**config.mk**
```make
export PLATFORM = sky130hd
export DESIGN_NAME = stopwatch_counter
export DESIGN_NICKNAME = d
export VERILOG_FILES = /design/src/rtl/stopwatch_pkg.sv /design/src/rtl/stopwatch_counter_bcd_digit.sv /design/src/rtl/stopwatch_counter.sv
export SDC_FILE = /design/constraint.sdc
export NUM_CORES = 1
export LEC_CHECK = 0
export ABC_CLOCK_PERIOD_IN_PS = 2880
export BUFFER_PORTS_ARGS = -buffer_cell sky130_fd_sc_hd__buf_2
export CAP_MARGIN = 20
export CORE_MARGIN = 5
export CORE_UTILIZATION = 58
export DETAILED_ROUTE_END_ITERATION = 8
export PLACE_DENSITY = 0.79
export SLEW_MARGIN = 40
export SYNTH_ARGS = -nofsm -noshare
export SYNTH_HDL_FRONTEND = slang
export SYNTH_SLANG_ARGS = --single-unit
```
**constraint.sdc**
```tcl
create_clock -name clk -period 2.88 [get_ports clk]
set_input_delay 0.144 -clock clk [delete_from_list [all_inputs] [get_ports clk]]
set_output_delay 0.144 -clock clk [all_outputs]
set_load 0.005 [all_outputs]
```
**src/rtl/stopwatch_pkg.sv**
```systemverilog
// Shared definitions for the stopwatch datapath and its control FSM.
//   - cmd_e   : control command encodings
//   - state_e : control FSM state encodings
//   - DIGIT_W : width of one BCD digit
//   - LIM9/LIM5 : highest value of a decimal digit and of a base-6 tens digit
package stopwatch_pkg;

  typedef enum logic [1:0] {
    CMD_NOP   = 2'd0,
    CMD_START = 2'd1,
    CMD_PAUSE = 2'd2,
    CMD_STOP  = 2'd3
  } cmd_e;

  typedef enum logic [1:0] {
    ST_IDLE  = 2'd0,
    ST_RUN   = 2'd1,
    ST_PAUSE = 2'd2
  } state_e;

  localparam int DIGIT_W = 4;
  localparam int LIM9    = 9;
  localparam int LIM5    = 5;

endpackage

```
**src/rtl/stopwatch_counter_bcd_digit.sv**
```systemverilog
// One BCD digit of the stopwatch ripple chain.
//   clk   : rising-edge clock
//   clr   : asynchronous active-low reset
//   clear : synchronous clear, active-high (wins over inc)
//   inc   : advance by one this edge
//   q     : current digit value, 0..MAX
//   co    : carry-out, high when this digit rolls over MAX->0 this edge
module bcd_digit
  import stopwatch_pkg::*;
#(
  parameter int MAX = LIM9
) (
  input  logic               clk,
  input  logic               clr,
  input  logic               clear,
  input  logic               inc,
  output logic [DIGIT_W-1:0] q,
  output logic               co
);

  logic [DIGIT_W-1:0] q_q, q_d;
  logic               at_max;

  assign at_max = (q_q == DIGIT_W'(MAX));

  always_comb begin
    q_d = q_q;
    if (clear)    q_d = '0;
    else if (inc) q_d = at_max ? '0 : q_q + DIGIT_W'(1);
  end

  always_ff @(posedge clk or negedge clr) begin
    if (!clr) q_q <= '0;
    else      q_q <= q_d;
  end

  assign q  = q_q;
  assign co = inc && at_max;

endmodule

```
**src/rtl/stopwatch_counter.sv**
```systemverilog
// Stopwatch time base and mm:ss.cc BCD counter.
//   clk        : system clock, rising edge
//   clr        : asynchronous active-low reset
//   rst        : synchronous clear from control FSM, active-low (beats en)
//   en         : count enable from control FSM
//   cs_o/cs_t  : centiseconds ones/tens
//   s_o/s_t    : seconds ones/tens (tens 0..5)
//   m_o/m_t    : minutes ones/tens (tens 0..5)
//   tick       : one-cycle pulse on every accepted count step
//   ovf        : sticky flag set on wrap past 59:59.99
module stopwatch_counter
  import stopwatch_pkg::*;
#(
  parameter int CLK_HZ  = 50_000_000,
  parameter int TICK_HZ = 100
) (
  input  logic               clk,
  input  logic               clr,
  input  logic               rst,
  input  logic               en,
  output logic [DIGIT_W-1:0] cs_o,
  output logic [DIGIT_W-1:0] cs_t,
  output logic [DIGIT_W-1:0] s_o,
  output logic [DIGIT_W-1:0] s_t,
  output logic [DIGIT_W-1:0] m_o,
  output logic [DIGIT_W-1:0] m_t,
  output logic               tick,
  output logic               ovf
);

  localparam int DIV    = CLK_HZ / TICK_HZ;
  localparam int PW     = (DIV > 1) ? $clog2(DIV) : 1;
  localparam int NDIG   = 6;

  logic [PW-1:0] pre_q, pre_d;
  logic          step;
  logic          tick_q;
  logic          ovf_q, ovf_d;

  logic [NDIG-1:0][DIGIT_W-1:0] dig;
  logic [NDIG-1:0]              inc;
  logic [NDIG-1:0]              co;

  // Prescaler: a paused count keeps its partial value so resume continues
  // mid-period instead of restarting the centisecond.
  always_comb begin
    pre_d = pre_q;
    step  = 1'b0;
    if (!rst) begin
      pre_d = '0;
    end else if (en) begin
      if (pre_q == PW'(DIV - 1)) begin
        pre_d = '0;
        step  = 1'b1;
      end else begin
        pre_d = pre_q + PW'(1);
      end
    end
  end

  // co[NDIG-1] is the carry out of the minutes tens digit, i.e. the wrap.
  always_comb begin
    ovf_d = ovf_q;
    if (!rst)              ovf_d = 1'b0;
    else if (co[NDIG-1])   ovf_d = 1'b1;
  end

  always_ff @(posedge clk or negedge clr) begin
    if (!clr) begin
      pre_q  <= '0;
      tick_q <= 1'b0;
      ovf_q  <= 1'b0;
    end else begin
      pre_q  <= pre_d;
      tick_q <= step;
      ovf_q  <= ovf_d;
    end
  end

  // Ripple chain: digit 0 steps on the prescaler wrap, each later digit on
  // the carry of the one below. Indices 3 and 5 are the base-6 tens digits.
  assign inc = {co[NDIG-2:0], step};

  for (genvar i = 0; i < NDIG; i++) begin : g_dig
    localparam int MAXV = (i == 3 || i == 5) ? LIM5 : LIM9;
    bcd_digit #(.MAX(MAXV)) u_dig (
      .clk   (clk),
      .clr   (clr),
      .clear (!rst),
      .inc   (inc[i]),
      .q     (dig[i]),
      .co    (co[i])
    );
  end

  assign cs_o = dig[0];
  assign cs_t = dig[1];
  assign s_o  = dig[2];
  assign s_t  = dig[3];
  assign m_o  = dig[4];
  assign m_t  = dig[5];
  assign tick = tick_q;
  assign ovf  = ovf_q;

endmodule

```
==> results.json, run 1 <==
{
  "max-vdd-ir-drop_uv": 237,
  "synth.avg_cell_area_um2": 9.39,
  "final_nets": 319,
  "finalMaxSlewViolations": 0,
  "critPathMaxFanout": 11,
  "clock_sink_count": 45,
  "viasPerCell": 5.77,
  "drive_gt1_share_pct": 15.2,
  "cts-resized-gates": 0,
  "synth-edff-count": 0,
  "cts_tree": "done",
  "synth.area.top_cells": "dfrtp_1 (45%), ha_1 (6.4%), xnor2_1 (4.5%)",
  "min_period_ns": 2.55,
  "grt_overflow": 0,
  "floorplan.io_pins": 30,
  "rows": 24,
  "drc": 0,
  "setup-tns-final_ns": 0,
  "async_flop_share_pct": 100,
  "syn-cell-area_um2": 2520,
  "cp.arrival_ns": 2.77,
  "grt_first_pass_wirelength_mm": 8.91,
  "end_kind": "register",
  "ys_seq_area_share_pct": 44.6,
  "synthFlopType": "dfrtp_1",
  "slew-limit-headroom_pct": 51.4,
  "max_cap_violations": 0,
  "synth_warnings": 0,
  "core-area_um2": 4290,
  "cts.path.max_buffers": 2,
  "postRouteWirelength_mm": 4.94,
  "yosysUniqueCellTypes": 48,
  "fp.dieW_um": 76.0,
  "rsz0062_at_grt": "no",
  "critPathKind": "register to register",
  "synthToLayoutAreaGrowth_pct": 11.9,
  "yosysTopAreaCellShare_pct": 44.6,
  "worstPathRequired_ns": 3.10,
  "fmax_ghz": 0.391,
  "path_clk_slew_ns": 0.08,
  "cts_hold_repair.buffers": 1,
  "die_area_um2": 5770,
  "period_share_pct": 88.7,
  "antenna_cells": 0,
  "synth_area_leader_cell": "dfrtp_1",
  "numCtsBuffers": 5,
  "outcome": "complete, no violations",
  "clockRootBuffer": "clkbuf_8",
  "ant_nets": 0,
  "p_per_area_nw_per_um2": 372,
  "h-tree-depth": 2,
  "fin_ws_ns": 0.325,
  "vias": 2050,
  "gp_congestion": 0.775,
  "die_h_um": 76.0,
  "syn_nets": 286,
  "post_cts_buffers": 0,
  "critPathLaunchType": "register",
  "dp_slack_ns": 0.358,
  "leakagePower_nw": 1.25,
  "syn_inst": 269,
  "worst_slew_pin_slew_ns": 0.728,
  "antenna_found_initial": 0,
  "dpl.hpwl_mm": 3.50,
  "fin_worst_skew_ns": 0.00710,
  "drt-pass1-iter-count": 4,
  "grt_use_total_pct": 18.3,
  "min_path_type": "input pin to register",
  "first_iter_violations": 103,
  "grt_pass1_vias": 1976,
  "grt_max_degree": 46,
  "wl_per_cell_um": 13.9,
  "port_buffers": 29,
  "ys_ff_latch": 45,
  "initial_utilization_pct": 58.8,
  "setup_viol": 0,
  "worstSkewPairLatency_ns": 0.30,
  "hold_viol": 0
}
-- critical path, cell delays in order, from the launching register on --
cell and delay, ns:
dfrtp_1 0.44, inv_1 0.08, ha_1 0.16, and3b_1 0.22, nor4b_1 0.46, nand4_2 0.30
buf_4 0.27, or3b_1 0.37, a21oi_1 0.17
-- routing by layer --
| layer | share of wire (%) | track usage, % |
|---|---|---|
| met1 | 46 | 23.7 |
| met2 | 48 | 29.6 |
| met3 | 3.9 | 3.66 |
| met4 | 1.6 | 7.65 |
| met5 | 0 | 0 |
-- sequential cells by signal (all words and copies together) (netlist names) --
signal,cells
ovf,1
tick,1
g_dig.u_dig.q,24
pre_q,19
-- stage by stage --
stage / util (%) / hold slack [ns] / power [mW] / area [um^2] / cells
2_1_floorplan: - / -0.152 / 0.670 / 2520 / 269
3_3_place_gp: 63.6 / 0.367 / 0.690 / 2730 / 346
3_5_place_dp: 63.6 / 0.177 / 0.691 / 2730 / 346
4_1_cts: 65.8 / 0.176 / 1.07 / 2830 / 355
5_1_grt: 65.8 / 0.209 / 1.09 / 2830 / 355
6_report: 65.8 / 0.183 / 1.05 / 2830 / 355
-- final cells by class --
| type | instances | area (um^2) |
|---|---|---|
| Clock buffer | 6 | 72.6 |
| Clock inverter | 2 | 10.0 |
| Fill cell | 361 | 1470 |
| Inverter | 14 | 52.6 |
| Multi-Input combinational cell | 203 | 1320 |
| Sequential cell | 45 | 1130 |
| Tap cell | 52 | 65.1 |
| Timing Repair Buffer | 33 | 180 |
-- final timing paths --
kind	startpoint	cells after the start	to	slack [ns]
setup / recovery	g_dig[1].u_dig.q[1]$_DFFE_PN0P_	8	g_dig[3].u_dig.q[2]$_DFFE_PN0P_	0.33
hold reg to reg	ovf$_DFFE_PN0P_	1	ovf$_DFFE_PN0P_	0.49
max in group asynchronous	clr	2	pre_q[6]$_DFFE_PN0P_	2.11
setup reg to reg	g_dig[1].u_dig.q[1]$_DFFE_PN0P_	8	g_dig[3].u_dig.q[2]$_DFFE_PN0P_	0.33
hold / removal	rst	3	g_dig[5].u_dig.q[3]$_DFFE_PN0P_	0.18
min in group asynchronous	clr	2	g_dig[4].u_dig.q[2]$_DFFE_PN0P_	0.38
-- power breakdown --
group | total, mW | switching (mW) | internal, mW
registers | 0.637 | 0.00259 | 0.634
logic | 0.0418 | 0.0313 | 0.0106
clock network | 0.373 | 0.204 | 0.168
total | 1.05 | 0.238 | 0.813
-- cells by family after synthesis --
group | after synthesis | share of synthesized area [%]
and+or+nand+nor | 130 | 28.6
DFF | 45 | 44.6
AOI/OAI and AO/OA | 38 | 9.32
buffers and inverters | 21 | 3.17
xor gates and xnor gates | 17 | 5.90
adders and majority gates | 13 | 6.44
muxes | 5 | 1.98
-- synthesized netlist by cell type (all sizes together), types with 3 or more instances --
master / n
nor2: 28
dfrtp: 45
xnor2: 13
nand4b: 4
inv: 14
o21ai: 7
and4: 3
nand3: 13
clkbuf: 5
nand2: 29
ha: 13
nand3b: 4
xor2: 4
o211ai: 4
mux2i: 5
or4: 5
nor3: 10
and3b: 3
nand4: 5
or3: 13
a21oi: 16
-- layout by cell type (no fill, tap or decap), types with 2 or more instances in the layout --
master,instances
a21oi_1,16
and3b_1,3
and4_1,3
buf_2,28
buf_4,4
clkbuf_8,5
clkinv_2,2
dfrtp_1,45
ha_1,13
inv_1,14
mux2i_1,5
nand2_1,29
nand2b_1,2
nand3_1,12
nand3b_1,4
nand4_1,4
nand4b_1,4
nor2_1,28
nor2b_1,2
nor3_1,9
nor3b_1,2
o211ai_1,4
o21ai_0,3
o21ai_1,4
o31ai_1,2
or3_1,13
or4_1,4
xnor2_1,13
xor2_1,4
Note: power is estimated with default switching activity, not from simulation.
==> inputs of run 2 (changes only) <==
ABC_AREA = 1   (was unset)
==> results.json, run 2 <==
{
  "port_buffers": 29,
  "postRouteWirelength_mm": 5.49,
  "cts_tree": "done",
  "gp_congestion": 0.843,
  "reg2reg_depth": 10,
  "synth_area_leader_cell": "dfrtp_1",
  "synth-xor-area-share_pct": 4.56,
  "post-place-cells": 395,
  "drc": 0,
  "max_cap_violations": 0,
  "synth_simple_gate_area_share_pct": 30.4,
  "yosysTopAreaCellShare_pct": 41.9,
  "rsz0062_at_grt": "no",
  "min_to": "pre_q[0]$_DFFE_PN0P_",
  "cts.path.max_buffers": 2,
  "leakagePower_nw": 1.51,
  "multi_input_area_um2": 1350,
  "yosysUniqueCellTypes": 40,
  "syn_nets": 333,
  "fillers": 346,
  "ant_nets": 0,
  "die_h_um": 78.1,
  "use_met1_pct": 27.6,
  "clock_sink_count": 45,
  "hold_viol": 0,
  "syn_inst": 316,
  "fin_worst_skew_ns": 0.00630,
  "setup-tns-final_ns": 0,
  "critPathKind": "register to register",
  "yosys-top-cells-count": "nand2_1 (49), dfrtp_1 (45), inv_1 (36), nor2_1 (26), nand3_1 (24)",
  "stdcell_count": 403,
  "fmax_ghz": 0.548,
  "grt_overflow": 0,
  "first_iter_violations": 137,
  "worstReg2RegEnd": "pre_q[4]$_DFFE_PN0P_",
  "vias": 2182,
  "p_per_area_nw_per_um2": 380,
  "h-tree-depth": 2,
  "period_share_pct": 63.3,
  "antenna_found_initial": 0,
  "antenna_cells": 0,
  "synth.area.mux_share_pct": 0.372,
  "synth_compound_area_share_pct": 8.99,
  "regArea_um2": 1130,
  "synth_top_family_by_area": "simple AND/OR/NAND/NOR gates",
  "initial_utilization_pct": 60.9,
  "rrSetupSlack_ns": 1.06,
  "min_path_type": "input pin to register",
  "yosys.cell_count.top_type": "nand2_1",
  "path_clk_slew_ns": 0.09,
  "viasPerCell": 5.41,
  "ys_seq_area_share_pct": 41.9,
  "min_period_ns": 1.82,
  "synth.avg_cell_area_um2": 8.50,
  "grtUsageMet2_pct": 28.9,
  "synthToLayoutAreaGrowth_pct": 11.0,
  "grt_max_degree": 46,
  "wl_per_cell_um": 13.6,
  "numCtsBuffers": 5,
  "drt-pass1-iter-count": 4,
  "setup_viol": 0,
  "grt_first_pass_wirelength_mm": 9.62,
  "synth-edff-count": 0,
  "outcome": "complete, no violations",
  "async_flop_share_pct": 100,
  "synth_warnings": 0,
  "r2r_start": "pre_q[0]$_DFFE_PN0P_",
  "clockRootBuffer": "clkbuf_8",
  "grt_use_total_pct": 19.2,
  "gr-usage-met3_pct": 3.55,
  "max-vdd-ir-drop_uv": 309,
  "synthAdderAreaFrac_pct": 6.05,
  "synth.area.top_cells": "dfrtp_1 (42%), nand2_1 (6.8%), ha_1 (6.1%)",
  "worstPathRequired_ns": 3.09,
  "p_total_mw": 1.13,
  "cp.arrival_ns": 2.03,
  "syn-cell-area_um2": 2690,
  "rows": 24,
  "final_common_cell": "nand2_1",
  "drive_gt1_share_pct": 23.9,
  "min_from": "en",
  "whs_path_depth": 3,
  "largest_register_ffs": 24,
  "critPathLaunchType": "register",
  "fin_ws_ns": 1.06,
  "ys_ff_latch": 45,
  "critPathMaxFanout": 11,
  "floorplan.io_pins": 30,
  "grt_pass1_vias": 2088,
  "end_kind": "register",
  "worstSkewPairLatency_ns": 0.30,
  "slew-limit-headroom_pct": 62.0,
  "final_cell_mix": "nand2_1 (49), dfrtp_1 (45), inv_1 (36), buf_2 (28), nor2_1 (26)",
  "worst_slew_pin_slew_ns": 0.570,
  "dp_slack_ns": 1.06,
  "fp.dieW_um": 78.1,
  "synthFlopType": "dfrtp_1",
  "final_nets": 368,
  "core-area_um2": 4410,
  "grt_busiest_layer": "met2",
  "die_area_um2": 6090,
  "dpl.hpwl_mm": 3.99,
  "finalMaxSlewViolations": 0
}
run 2: changes by cell type after synthesis, sizes merged, moves of 6 or more:
cell   before  now
inv        14   48
nand2      29   56
nand3      13   26
nand4       5   11
nor2       28   42
o21ai       7   17
or3        13    0
xnor2      13    6
run 2: how the worst max path moves through the flow:
stage | start | endpoint | cells after the start
2_1_floorplan | pre_q[0]$_DFFE_PN0P_ | pre_q[13]$_DFFE_PN0P_ | 12
3_3_place_gp | pre_q[0]$_DFFE_PN0P_ | pre_q[4]$_DFFE_PN0P_ | 10
3_5_place_dp | pre_q[0]$_DFFE_PN0P_ | g_dig[0].u_dig.q[1]$_DFFE_PN0P_ | 10
4_1_cts | pre_q[0]$_DFFE_PN0P_ | g_dig[0].u_dig.q[1]$_DFFE_PN0P_ | 10
5_1_grt | pre_q[0]$_DFFE_PN0P_ | g_dig[0].u_dig.q[1]$_DFFE_PN0P_ | 10
6_report | pre_q[0]$_DFFE_PN0P_ | pre_q[4]$_DFFE_PN0P_ | 10
run 2: cell families after synthesis:
family | count (synthesis)
AO/OA/AOI/OAI | 41
XOR/XNOR | 14
adder cells (fa/ha/maj) | 13
buffers and inverters | 52
flip-flops | 45
multiplexers | 1
AND/OR/NAND/NOR | 150
run 2: layer usage:
layer / share of wire (%) / up-vias
met2: 45 / 49
met3: 4.1 / 11
met1: 49 / 1015
met5: 0 / -
li1: - / 1107
met4: 1.8 / 0
run 2: final cells by class:
cell class              count  share of cell area (%)
inverters                  49                    6.21
clock inverters             1                   0.252
well taps                  52                    2.18
flip-flops and latches     45                    37.7
clock buffers               6                    2.77
multi-input cells         219                    45.3
repair buffers             31                    5.53
run 2: where the power goes:
group / internal (mW) / total, mW / switching [mW]
combinational: 0.0219 / 0.0749 / 0.0530
clock: 0.190 / 0.411 / 0.220
sequential: 0.640 / 0.649 / 0.00926
run 2: per-stage QoR:
stage                     utilization (%)  area [um^2]  hold WS, ns
after floorplan                         -         2690       -0.152
after global placement               65.3         2880        0.372
after detailed placement             65.3         2880        0.188
after CTS                            67.6         2980        0.165
after global routing                 67.6         2980        0.205
final                                67.6         2980        0.174
run 2: what timing repair did:
action / in CTS / in global routing
setup endpoints to repair: 0 / 0
gates resized for setup: 0 / 0
hold buffers: 1 / 0
hold endpoints to repair: 45 / 0
buffers inserted: 0 / 0
run 2: critical path, cell delays in order, from the launching register on:
cell and delay (ns):
dfrtp_1 0.42, ha_1 0.22, nand2_1 0.11, nor2_1 0.05
nand2_1 0.12, nor2_4 0.07, inv_2 0.10, nand2_2 0.08
nand2_2 0.22, inv_2 0.15, a211oi_1 0.19
